[src/rtl/cache_mem_bridge.sv]
// Bridges the cache refill/writeback port onto the word-wide SRAM-like memory bus,
// splitting line transactions into single-word requests behind a one-line write buffer.
module cache_mem_bridge #(
  parameter int BYTES_PER_LINE  = 16,
  parameter int WORDS_PER_LINE  = BYTES_PER_LINE / 4,
  parameter int MAX_OUTSTANDING = 2
) (
  input  logic                        clk,
  input  logic                        reset,
  input  logic                        rd_req,
  input  logic [31:0]                 rd_addr,
  input  logic [1:0]                  rd_size,
  input  logic                        rd_burst,
  output logic                        rd_rdy,
  output logic                        ret_valid,
  output logic                        ret_last,
  output logic [31:0]                 ret_data,
  input  logic                        wr_req,
  input  logic [31:0]                 wr_addr,
  input  logic [3:0]                  wr_strb,
  input  logic [1:0]                  wr_size,
  input  logic                        wr_burst,
  input  logic [BYTES_PER_LINE*8-1:0] wr_data,
  output logic                        wr_rdy,
  output logic                        mem_req,
  output logic                        mem_wr,
  output logic [1:0]                  mem_size,
  output logic [31:0]                 mem_addr,
  output logic [3:0]                  mem_wstrb,
  output logic [31:0]                 mem_wdata,
  input  logic                        mem_addr_ok,
  input  logic                        mem_data_ok,
  input  logic [31:0]                 mem_rdata
);

  localparam int IW  = $clog2(WORDS_PER_LINE);
  localparam int CW  = IW + 1;
  localparam int OW  = $clog2(MAX_OUTSTANDING) + 1;
  localparam int OFF = IW + 2;
  localparam logic [CW-1:0] LINE_CNT = CW'(WORDS_PER_LINE);
  localparam logic [OW-1:0] OUT_MAX  = OW'(MAX_OUTSTANDING);

  typedef enum logic [1:0] {BUS_IDLE, BUS_READ, BUS_WRITE} bus_state_t;

  bus_state_t state, next_state;

  logic                        wr_full;
  logic [31:0]                 wa_q;
  logic [3:0]                  ws_q;
  logic [1:0]                  wsz_q;
  logic                        wb_q;
  logic [BYTES_PER_LINE*8-1:0] wd_q;
  logic [31:0]                 ra_q;
  logic [1:0]                  rsz_q;
  logic                        rb_q;

  logic [CW-1:0] issue_cnt, ack_cnt, total;
  logic [OW-1:0] outstanding;
  logic [IW-1:0] word_idx;
  logic          rd_accept, wr_accept, active_burst, issue, ack, last_ack;

  assign rd_rdy       = ~reset & (state == BUS_IDLE) & ~wr_full & ~wr_req;
  assign wr_rdy       = ~wr_full;
  assign rd_accept    = rd_req & rd_rdy;
  assign wr_accept    = wr_req & ~wr_full;
  assign active_burst = (state == BUS_WRITE) ? wb_q : rb_q;
  assign total        = active_burst ? LINE_CNT : CW'(1);
  assign word_idx     = issue_cnt[IW-1:0];
  assign mem_req      = (state != BUS_IDLE) & (issue_cnt != total) & (outstanding != OUT_MAX);
  assign issue        = mem_req & mem_addr_ok;
  // A response with nothing in flight is not ours to count.
  assign ack          = mem_data_ok & (outstanding != '0) & (state != BUS_IDLE);
  assign last_ack     = ack & (ack_cnt == total - CW'(1));
  assign ret_valid    = (state == BUS_READ) & ack;
  assign ret_last     = ret_valid & last_ack;
  assign ret_data     = mem_rdata;

  always_ff @(posedge clk) begin
    if (reset) state <= BUS_IDLE;
    else       state <= next_state;
  end

  // Reads only start with an empty buffer; a write caught behind a read waits in the buffer.
  always_comb begin
    next_state = state;
    case (state)
      BUS_IDLE: begin
        if (rd_accept)                 next_state = BUS_READ;
        else if (wr_full || wr_accept) next_state = BUS_WRITE;
      end
      BUS_READ:  if (last_ack) next_state = BUS_IDLE;
      BUS_WRITE: if (last_ack) next_state = BUS_IDLE;
      default:   next_state = BUS_IDLE;
    endcase
  end

  always_comb begin
    mem_wr    = 1'b0;
    mem_addr  = ra_q;
    mem_size  = rsz_q;
    mem_wstrb = 4'b0000;
    mem_wdata = 32'h0;
    if (state == BUS_WRITE) begin
      mem_wr    = 1'b1;
      mem_addr  = wb_q ? {wa_q[31:OFF], word_idx, 2'b00} : wa_q;
      mem_size  = wb_q ? 2'b10 : wsz_q;
      mem_wstrb = wb_q ? 4'b1111 : ws_q;
      mem_wdata = wb_q ? wd_q[{word_idx, 5'b00000} +: 32] : wd_q[31:0];
    end else if (rb_q) begin
      mem_addr  = {ra_q[31:OFF], word_idx, 2'b00};
      mem_size  = 2'b10;
    end
  end

  always_ff @(posedge clk) begin
    if (reset) begin
      issue_cnt   <= '0;
      ack_cnt     <= '0;
      outstanding <= '0;
    end else if (last_ack) begin
      issue_cnt   <= '0;
      ack_cnt     <= '0;
      outstanding <= '0;
    end else begin
      if (issue) issue_cnt <= issue_cnt + CW'(1);
      if (ack)   ack_cnt   <= ack_cnt + CW'(1);
      if (issue && !ack)      outstanding <= outstanding + OW'(1);
      else if (!issue && ack) outstanding <= outstanding - OW'(1);
    end
  end

  always_ff @(posedge clk) begin
    if (reset)                                wr_full <= 1'b0;
    else if (wr_accept)                       wr_full <= 1'b1;
    else if (state == BUS_WRITE && last_ack)  wr_full <= 1'b0;
  end

  always_ff @(posedge clk) begin
    if (wr_accept) begin
      wa_q  <= wr_addr;
      ws_q  <= wr_strb;
      wsz_q <= wr_size;
      wb_q  <= wr_burst;
      wd_q  <= wr_data;
    end
    if (rd_accept) begin
      ra_q  <= rd_addr;
      rsz_q <= rd_size;
      rb_q  <= rd_burst;
    end
  end

endmodule

[config.mk]
export PLATFORM = sky130hd
export DESIGN_NAME = cache_mem_bridge
export DESIGN_NICKNAME = d
export VERILOG_FILES = /design/src/rtl/cache_mem_bridge.sv
export SDC_FILE = /design/constraint.sdc
export NUM_CORES = 1
export LEC_CHECK = 0
export BUFFER_PORTS_ARGS = -buffer_cell sky130_fd_sc_hd__buf_4
export CAP_MARGIN = 0
export CELL_PAD_IN_SITES_DETAIL_PLACEMENT = 2
export CELL_PAD_IN_SITES_GLOBAL_PLACEMENT = 2
export CORE_ASPECT_RATIO = 0.5
export CORE_MARGIN = 8
export CORE_UTILIZATION = 34
export CTS_CLUSTER_SIZE = 14
export DETAILED_ROUTE_END_ITERATION = 8
export PLACE_DENSITY = 0.91
export SLEW_MARGIN = 10
export SYNTH_ARGS = -nofsm -noshare
export SYNTH_HDL_FRONTEND = slang
export SYNTH_SLANG_ARGS = --single-unit
[constraint.sdc]
create_clock -name clk -period 19.6 [get_ports clk]
set_clock_uncertainty 0.15 [all_clocks]
set_input_delay 5.88 -clock clk [delete_from_list [all_inputs] [get_ports clk]]
set_output_delay 5.88 -clock clk [all_outputs]
set_load 0.01 [all_outputs]
Word-level counts from Yosys, hierarchy flattened
Index checks and enable logic that the tools add are counted.
{"block": "totals", "register_bits": 213}
{"block": "classes", "bitwise_logic": 16, "eq_ne": 7, "n_shift": 1, "addsub": 5, "mux": 21, "n_reduce_logical": 14}
{"op": "$shiftx 128x8->32", "n": 1}
{"op": "$mux 32", "n": 3}
{"op": "$mux 2", "n": 8}
{"op": "$mux 4", "n": 4}
{"op": "$and 1x1->1", "n": 13}
{"op": "$reduce_bool 2->1", "n": 4}
{"op": "$add 3x1->3 const B", "n": 2}
{"op": "$mux 1", "n": 4}
{"op": "$pmux 2 s2", "n": 1}
{"op": "$reduce_or 2->1", "n": 2}
{"op": "$eq 3x3->1", "n": 1}
{"op": "$logic_and 1x1->1", "n": 3}
{"op": "$mux 3", "n": 1}
{"op": "$ne 3x2->1 const B", "n": 1}
{"op": "$ne 3x3->1", "n": 1}
{"op": "$not 1->1", "n": 3}
{"op": "$sub 3x1->3 const B", "n": 1}
{"op": "$add 2x1->2 const B", "n": 1}
{"op": "$eq 2x1->1 const B", "n": 1}
{"op": "$eq 2x2->1 const B", "n": 1}
{"op": "$logic_not 1->1", "n": 2}
{"op": "$logic_not 2->1", "n": 1}
{"op": "$ne 2x1->1 const B", "n": 1}
{"op": "$ne 2x2->1 const B", "n": 1}
{"op": "3 further kinds", "n": 3}

Logic depth before layout (Yosys ltp)
Gate-level depths: netlist of run 1.
{"block": "depth", "depth_word": 11, "mapped_depth": 12, "ltp_nobuf": 11}

Least setup slack after synthesis of run 1
Ideal clock, no wire load.
{"block": "synth_path", "kind": "input -> register", "from": "in wr_req", "to": "reg wa_q[0], enable pin", "path_buffers": 0, "path_stages": 1, "required_ns": 18.734, "setup_time_ns": 0.716, "setup_slack_ns": 5.640, "arrival_ns": 13.094, "path_cell_list": "nor2b_1"}
{"block": "synth_between", "elab_chain_len": 1}
{"element": "start: declaration", "line_no": "18", "text": "input logic wr_req,"}
{"element": "$and 1x1->1", "line_no": "65", "text": "assign wr_accept = wr_req & ~wr_full;"}
{"element": "end signal: assignment", "line_no": "140", "text": "wa_q <= wr_addr;"}
{"element": "end: declaration", "line_no": "48", "text": "logic [31:0] wa_q;"}
No other way between the ends.
A chain may end at the register's enable or synchronous reset.

Final worst setup path of run 1
{"block": "layout_path", "from": "in reset", "to": "out rd_rdy"}
{"block": "layout_between", "elab_chain_len": 4}
{"element": "start: declaration", "line_no": "9", "text": "input logic reset,"}
{"element": "$not 1->1", "line_no": "62", "text": "assign rd_rdy = ~reset & (state == BUS_IDLE) & ~wr_full & ~wr_req;"}
{"element": "$and 1x1->1 (3 in a row)", "line_no": "62"}
{"element": "end: declaration", "line_no": "14", "text": "output logic rd_rdy,"}
No other way between the ends.

==> results.toml, run 1 <==
[status]
status = "complete, no violations"

[cts]
htreeDepth = 1
clk_pin_slew_worst_paths_ns = 0.07
cts_buffers = 21
cts.repair.resized = 0
clockBufferDepth = 3
cts_tree = "built"
postCtsSetupRepairBufs = 0
clk_latency_ns = 0.51
cts.hold.buffers_added = 0
cts_sinks = 213
root_buffer = "clkbuf_16"

[worst_setup_path]
crit_family = "simple AND/OR/NAND/NOR gates"
crit_chain = "buf_4, nand2b_1, nor3_1, buf_4"
crit_path_max_incr_delay_ns = 0.39
cpMaxStageDelayCell = "nor3_1"
critPathKind = "input port to primary output"
path_common_cell = "buf_4"
path_max_fanout = 4
cp.required_ns = 13.57
path_buf_inv = 2
worstSetupEndpointType = "primary output"
worst-endpoint-arrival_ns = 6.80
critPathLaunchType = "input port"

[synthesis]
synth-edff-count = 202
synth_common_cells = "edfxtp_1 (202), mux2_2 (43), buf_4 (33)"
synth.largest_area_cell = "edfxtp_1"
synth_top_area_share_pct = 71.8
synth_adder_area_share_pct = 0.889
ys_types = 43
synthArstFlopShare_pct = 0
yosysWarnings = 0
synth_ff_type = "edfxtp_1"
synth_area_mm2 = 0.00845
ys_seq_area_share_pct = 74.4
syn_inst = 518
synth_top_family_by_area = "compound AO/OA/AOI/OAI gates"
avgSynthCellArea_um2 = 16.3
synth.top_cells.by_area = "edfxtp_1 (72%), mux2_2 (5.7%), buf_4 (2.9%), dfxtp_1 (2.6%), o22ai_1 (2.4%)"
synth.area.mux_share_pct = 6.52
syn-num-nets = 764
synth-compound-area-share_pct = 9.85
synth_xor_area_share_pct = 0.519
synth_most_common_cell = "edfxtp_1"
yosys.area_share.simple_pct = 3.30
yosys_register_bits = 213

[drt]
drt-total-wl_mm = 33.4
drtIter0Drc = 443
ant_nets = 0
drt_first_pass_iters = 7
drc = 0
wl_per_cell_um = 29.5
num_vias = 5926
vias_per_cell = 5.24

[timing]
hold_violations = 0
setup_viol = 0
min_period_ns = 12.83
slew_headroom_pct = 16.1
post-route-period-util_pct = 65.5
setup_tns_ns = 0
tightest_slew_ns = 1.26
drv_slew = 0
rsz0062_at_grt = "no"
whs_ns = 0.400
max_freq_mhz = 77.9

[placed_design]
portBuffers = 283
gp_congestion = 0.780
place_area_mm2 = 0.0107
dp_hpwl_mm = 23.4

[layout]
final_area_mm2 = 0.0113
area_delta_synth_final_pct = 34.2
drive_gt1_share_pct = 46.8
fillCellCount = 2301
fin_nets = 1020

[floorplanning]
start_util_pct = 34.9
dieArea_mm2 = 0.0304
core_mm2 = 0.0242
num_rows = 40
die_h_um = 127
die_x_um = 239
io_pins = 348

[pwr]
leakagePower_nw = 4.26
power_density_mw_per_mm2 = 110
vdd_drop_max_mv = 0.0515

[global_route]
grt_pass1_wl_mm = 46.5
globalRouteOverflowTotal = 0
grt.total_usage_pct = 20.5
grt_pass1_vias = 6686
antenna_found_initial = 5
grt_max_degree = 90

[job]
maxCapViolations = 0

[min_path]
min_path_type = "flop to flop"
stage by stage:
stage	setup slack (ns)	power (mW)	instances	utilization (%)
2_1_floorplan	5.64	0.720	518	-
3_3_place_gp	6.90	0.848	1087	44.3
3_5_place_dp	6.83	0.871	1087	44.3
4_1_cts	6.80	1.26	1124	46.8
5_1_grt	6.75	1.29	1130	46.9
6_report	6.77	1.25	1130	46.9
final cells by class:
type / count / area, µm² / area share [%]
clock inverters: 6 / 33.8 / 0.298
multi-input cells: 240 / 1790 / 15.8
diodes: 6 / 15.0 / 0.132
clock buffers: 31 / 583 / 5.14
flip-flops and latches: 213 / 6290 / 55.5
inverters: 8 / 30.0 / 0.265
well taps: 336 / 420 / 3.71
repair buffers: 290 / 2180 / 19.2
placed cells by master (no fill, tap or decap), types with 9 or more instances in the layout:
cell / n
dfxtp_1: 11
a211oi_1: 18
o21ai_0: 16
clkbuf_16: 21
nand2_1: 9
buf_4: 290
nor2_1: 31
edfxtp_1: 202
mux2_2: 43
o22ai_1: 32
o221ai_1: 18
a21oi_1: 16
power breakdown:
| group | internal (mW) | switching [mW] | total, mW |
|---|---|---|---|
| registers | 0.532 | 0.0183 | 0.550 |
| clock network | 0.207 | 0.173 | 0.380 |
| logic | 0.138 | 0.180 | 0.318 |
path summary, 6_finish.rpt:
kind / startpoint / end / slack (ns) / depth (start not counted)
max: reset / rd_rdy / 6.77 / 4
min: issue_cnt[2] / issue_cnt[2] / 0.40 / 1
max reg2reg: wb_q / outstanding[1] / 16.85 / 8
min reg2reg: issue_cnt[2] / issue_cnt[2] / 0.40 / 1
cells by family after synthesis:
group / count (synthesis)
simple gates: 61
buf+inv: 65
mux: 48
flops: 213
xor+xnor: 5
fa+ha+maj: 6
compound gates: 120
sequential cells by signal, summed over array words and instances, names as in the netlist, 3 cells and up:
name	count
ack_cnt	3
issue_cnt	3
ra_q	32
wa_q	32
wd_q	128
ws_q	4
routing by layer:
layer / GRT usage (%) / part of all wire [%]
met4: 11.1 / 5.4
met5: 0 / 0
met1: 20.2 / 34
met3: 3.20 / 3.8
met2: 40.9 / 57
worst register-to-register path: stages, from the launching register on:
cell,delay [ns]
edfxtp_1,0.75
mux2i_4,0.45
mux2i_1,0.28
nor2_1,0.10
nor2_1,0.24
ha_1,0.30
nor2_1,0.17
xnor2_1,0.15
nor2_1,0.05
No activity file was read; power rests on OpenSTA's default activity.
==> inputs of run 2 (changes only) <==
Settings changed: CORE_UTILIZATION 34 to 29, PLACE_DENSITY 0.91 to 0.83.
Clock period 19.6 ns to 11.5 ns, I/O delays scaled along.
==> run 2 against run 1 <==
Clock-buffer cell count is the same. Combinational power up 69%. Die area grew 16%. Highest routed layer unchanged.
==> results.toml, run 2 (same netlist as run 1, synthesis figures left out) <==
[status]
status = "complete, no violations"

[drt]
vias_per_cell = 4.87
wl_per_cell_um = 26.9
drt_first_pass_iters = 4
drc = 0
drtIter0Drc = 305
drt-total-wl_mm = 31.8
ant_nets = 0
num_vias = 5761

[cts]
root_buffer = "clkbuf_16"
cts_sinks = 213
clk_latency_ns = 0.50
cts.hold.buffers_added = 0
cts.repair.resized = 0
htreeDepth = 1
clk_pin_slew_worst_paths_ns = 0.07
clockBufferDepth = 3
postCtsSetupRepairBufs = 0
cts_tree = "built"
cts_buffers = 21

[floorplanning]
num_rows = 44
start_util_pct = 29.3
die_h_um = 137
core_mm2 = 0.0288
dieArea_mm2 = 0.0352
die_x_um = 257
io_pins = 348

[layout]
largest-register = "wd_q"
drive_gt1_share_pct = 46.8
largest_reg_flops = 128
layout_commonest_cell = "buf_4"
area_delta_synth_final_pct = 35.8
fin_nets = 1020
final_util_pct = 39.8
layout.cells.non_filler = 1183
top_regs = "wd_q x128, ra_q x32, wa_q x32"
mostFrequentLayoutCells = "buf_4 (290), edfxtp_1 (202), mux2_2 (43)"
fillCellCount = 2892

[worst_setup_path]
worstSetupEndpointType = "primary output"
cp.required_ns = 7.90
critPathLaunchType = "input port"
path_max_fanout = 7
critPathKind = "input port to primary output"
worst-endpoint-arrival_ns = 4.31

[placed_design]
gp_congestion = 0.780
dp_cells = 1142
dp_hpwl_mm = 22.3
portBuffers = 283

[pwr]
finalPower_mw = 2.19
power_density_mw_per_mm2 = 191
leakagePower_nw = 4.30
vdd_drop_max_mv = 0.0815

[global_route]
globalRouteOverflowTotal = 0
grt_max_degree = 92
grt.total_usage_pct = 16.9
grt_pass1_vias = 6596
antenna_found_initial = 3
grt_pass1_wl_mm = 44.5

[timing]
max_freq_mhz = 126
setup_viol = 0
hold_violations = 0
min_period_ns = 7.91
slew_headroom_pct = 11.7
drv_slew = 0
post-route-period-util_pct = 68.8
setup_tns_ns = 0
rsz0062_at_grt = "no"
tightest_slew_ns = 1.32

[min_path]
min_path_type = "flop to flop"

[job]
maxCapViolations = 0
## run 2: cell types whose count changed in the layout (fill, tap and decap cells not counted), sizes merged
cell,previous run,this run
bufinv,0,3
clkinv,6,5
clkinvlp,2,0
diode,6,4
## run 2: stage by stage
stage	hold slack [ns]	setup WS, ns	area (µm²)
after detailed placement	0.368	3.59	10800
after floorplan	0.312	3.11	8450
after global routing	0.390	3.51	11500
final	0.376	3.59	11500
after global placement	0.332	3.65	10800
after CTS	0.372	3.57	11500
## run 2: critical path, stage by stage
cell      delay, ns
buf_4          0.09
o211ai_2       0.22
nor4_1         0.35
buf_4          0.20
## run 2: worst paths after layout
kind	from	end	slack [ns]	cells past startpoint
setup / recovery	mem_data_ok	ret_last	3.59	4
hold / removal	state[1]	state[1]	0.38	2
setup reg to reg	state[0]	outstanding[1]	8.00	11
hold reg to reg	state[1]	state[1]	0.38	2
## run 2: final cells by class
cell class	instances	area, µm²	area share, %
diodes	4	10.0	0.0873
well taps	391	489	4.27
inverters	8	30.0	0.262
clock buffers	31	583	5.08
flip-flops and latches	213	6290	54.8
multi-input cells	240	1790	15.6
repair buffers	290	2180	19.0
clock inverters	6	103	0.895
## run 2: where the power goes
part	switching, mW	internal, mW
clock	0.296	0.418
combinational	0.302	0.237
sequential	0.0283	0.906
total	0.626	1.56
## run 2: metal layers
metal / vias up / track usage [%] / share of wire, %
met5: - / 0 / 0
met4: 0 / 9.14 / 4.2
met3: 77 / 2.25 / 2.9
met2: 146 / 34.1 / 59
met1: 3016 / 16.9 / 34
li1: 2522 / - / -
==> inputs of run 3 (changes only) <==
Settings changed: ABC_AREA set to 1, CORE_UTILIZATION 29 to 27, PLACE_DENSITY 0.83 to 0.81.
Clock period 11.5 ns to 6.4 ns, I/O delays scaled along.
==> run 3 against run 2 <==
Power up 95%. Synthesized cell count up 27%. Critical path type is now flop to primary output. Design area up 1.5%. Utilization down 2.8 points. Clock-buffer cell count down 5. Clock power up 82%. Synthesized area up 1.4%. Non-clock buffer count unchanged.
==> results.toml, run 3 <==
[status]
status = "complete, no violations"

[layout]
layout.cells.non_filler = 1365
fin_nets = 1156
area_delta_synth_final_pct = 35.9
drive_gt1_share_pct = 37.9
largest-register = "wd_q"
largest_reg_flops = 128
final_area_mm2 = 0.0116
layout_commonest_cell = "buf_4"
final_util_pct = 37.0
top_regs = "wd_q x128, ra_q x32, wa_q x32"
mostFrequentLayoutCells = "buf_4 (289), edfxtp_1 (202), nand2_1 (153)"
fillCellCount = 3310

[drt]
drt_first_pass_iters = 4
drtIter0Drc = 314
num_vias = 6244
wl_per_cell_um = 23.7
vias_per_cell = 4.57
ant_nets = 0
drt-total-wl_mm = 32.3
drc = 0

[floorplanning]
die_x_um = 268
dieArea_mm2 = 0.0380
core_mm2 = 0.0315
io_pins = 348
die_h_um = 142
start_util_pct = 27.2
num_rows = 46

[worst_setup_path]
critPathKind = "flop to primary output"
cp.required_ns = 4.33
cpMaxStageDelayCell = "edfxtp_1"
crit_chain = "inv_4, a21oi_4, o21ai_0, a21oi_1, buf_4"
worst-endpoint-arrival_ns = 3.30
critPathLaunchType = "flop"
worstSetupEndpointType = "primary output"
critPathLaunch = "wb_q"
crit_path_max_incr_delay_ns = 1.05
rr_startpoint = "state[0]"
path_max_fanout = 32

[placed_design]
dp_cells = 1318
gp_congestion = 0.769
portBuffers = 283
place_area_mm2 = 0.0109
dp_hpwl_mm = 23.4

[synthesis]
syn_inst = 658
syn-num-nets = 904
synth_area_mm2 = 0.00857
synth.top_cells.by_area = "edfxtp_1 (71%), nand2_1 (6.7%), buf_4 (3.2%), dfxtp_1 (2.6%), a21oi_1 (2.3%)"
synth_top_area_share_pct = 70.8
synth_most_common_cell = "edfxtp_1"
ys_types = 33
yosys_register_bits = 213
synth.largest_area_cell = "edfxtp_1"
synth_ff_type = "edfxtp_1"
yosysWarnings = 0
ys_seq_area_share_pct = 73.4
synth_common_cells = "edfxtp_1 (202), nand2_1 (153), a21oi_1 (40)"
synthArstFlopShare_pct = 0
avgSynthCellArea_um2 = 13.0
synth-edff-count = 202

[global_route]
grt.total_usage_pct = 16.2
grt_pass1_wl_mm = 46.1
grt_max_degree = 65
antenna_found_initial = 7
grt_pass1_vias = 7180
globalRouteOverflowTotal = 0

[timing]
post-route-period-util_pct = 83.9
setup_viol = 0
whs_ns = 0.360
setup_tns_ns = 0
drv_slew = 0
min_period_ns = 5.37
max_freq_mhz = 186
rsz0062_at_grt = "no"
slew_headroom_pct = 23.7
hold_violations = 0
tightest_slew_ns = 1.14

[cts]
cts.hold.buffers_added = 0
htreeDepth = 1
root_buffer = "clkbuf_16"
cts_buffers = 22
cts_sinks = 213
clockBufferDepth = 3
clk_pin_slew_worst_paths_ns = 0.06
cts.repair.resized = 0
postCtsSetupRepairBufs = 0
clk_latency_ns = 0.52
cts_tree = "built"

[min_path]
min_path_type = "flop to flop"
worstHoldStart = "outstanding[0]"

[pwr]
leakagePower_nw = 4.71
power_density_mw_per_mm2 = 367
vdd_drop_max_mv = 0.172
pwr-share-comb_pct = 30.2
clkPwrFrac_pct = 30.4
power_switching_mw = 1.43
intPower_mw = 2.84
p_seq_share_pct = 39.4
p_sw_share_pct = 33.4

[job]
maxCapViolations = 0
## run 3: changes by cell type in the layout (fill, tap and decap cells not counted), moves of 6 or more
cell,delta
nand2_1,+144
inv_1,+12
o21ai_0,+17
nand3_1,+18
mux2_2,-43
o221ai_1,-18
o31ai_1,+17
nor2_1,+6
a21oi_1,+24
o22ai_1,-31
## run 3: final timing paths
check | endpoint | slack [ns] | depth (start not counted)
min reg2reg | outstanding[0] | 0.36 | 2
max reg2reg | outstanding[1] | 2.98 | 13
max | mem_wdata[15] | 1.03 | 5
min | outstanding[0] | 0.36 | 2
## run 3: kinds of logic (layout without fill, tap and decap cells)
family | Yosys count | after routing | share of synthesized area (%)
XOR/XNOR | 3 | 3 | 0.307
AND/OR/NAND/NOR | 231 | 231 | 11.2
other | 0 | 7 | 0
AO/OA/AOI/OAI | 118 | 118 | 8.43
buffers and inverters | 87 | 355 | 5.81
adder cells (fa/ha/maj) | 6 | 6 | 0.876
flip-flops | 213 | 213 | 73.4
## run 3: power by group through the flow
| stage | Combinational (mW) | Sequential [mW] | Clock [mW] |
|---|---|---|---|
| 2_1_floorplan | 0.688 | 1.69 | 0 |
| 3_3_place_gp | 1.25 | 1.71 | 0 |
| 3_5_place_dp | 1.31 | 1.71 | 0 |
| 4_1_cts | 1.33 | 1.68 | 1.34 |
| 5_1_grt | 1.40 | 1.69 | 1.39 |
| 6_report | 1.29 | 1.68 | 1.30 |
## run 3: final cells by class
cell class | instances | area, µm² | share of cell area [%]
inverters | 25 | 104 | 0.892
diodes | 7 | 17.5 | 0.151
multi-input cells | 358 | 1790 | 15.4
flip-flops and latches | 213 | 6290 | 54.0
clock inverters | 14 | 131 | 1.13
clock buffers | 26 | 576 | 4.95
repair buffers | 290 | 2190 | 18.8
well taps | 432 | 541 | 4.64
## run 3: per-layer routing
layer  up-vias  global-route usage (%)  part of all wire, %
met4         0                    7.26                  4.1
li1       2824                       -                    -
met5         -                       0                    0
met1      3209                    16.0                   34
met2       138                    33.2                   59
met3        73                    2.07                  2.6
## run 3: worst max-delay path: cells and delay by family (launching register included)
family | cells | cell delay [ns]
AOI/OAI and AO/OA | 3 | 1.39
DFF | 1 | 1.05
buffers and inverters | 2 | 0.30
## run 3: stage by stage
step	power, mW	worst slack [ns]
final	4.27	1.03
after global routing	4.48	0.740
after CTS	4.35	0.872
after detailed placement	3.03	1.44
after global placement	2.95	1.56
after floorplan	2.38	1.41
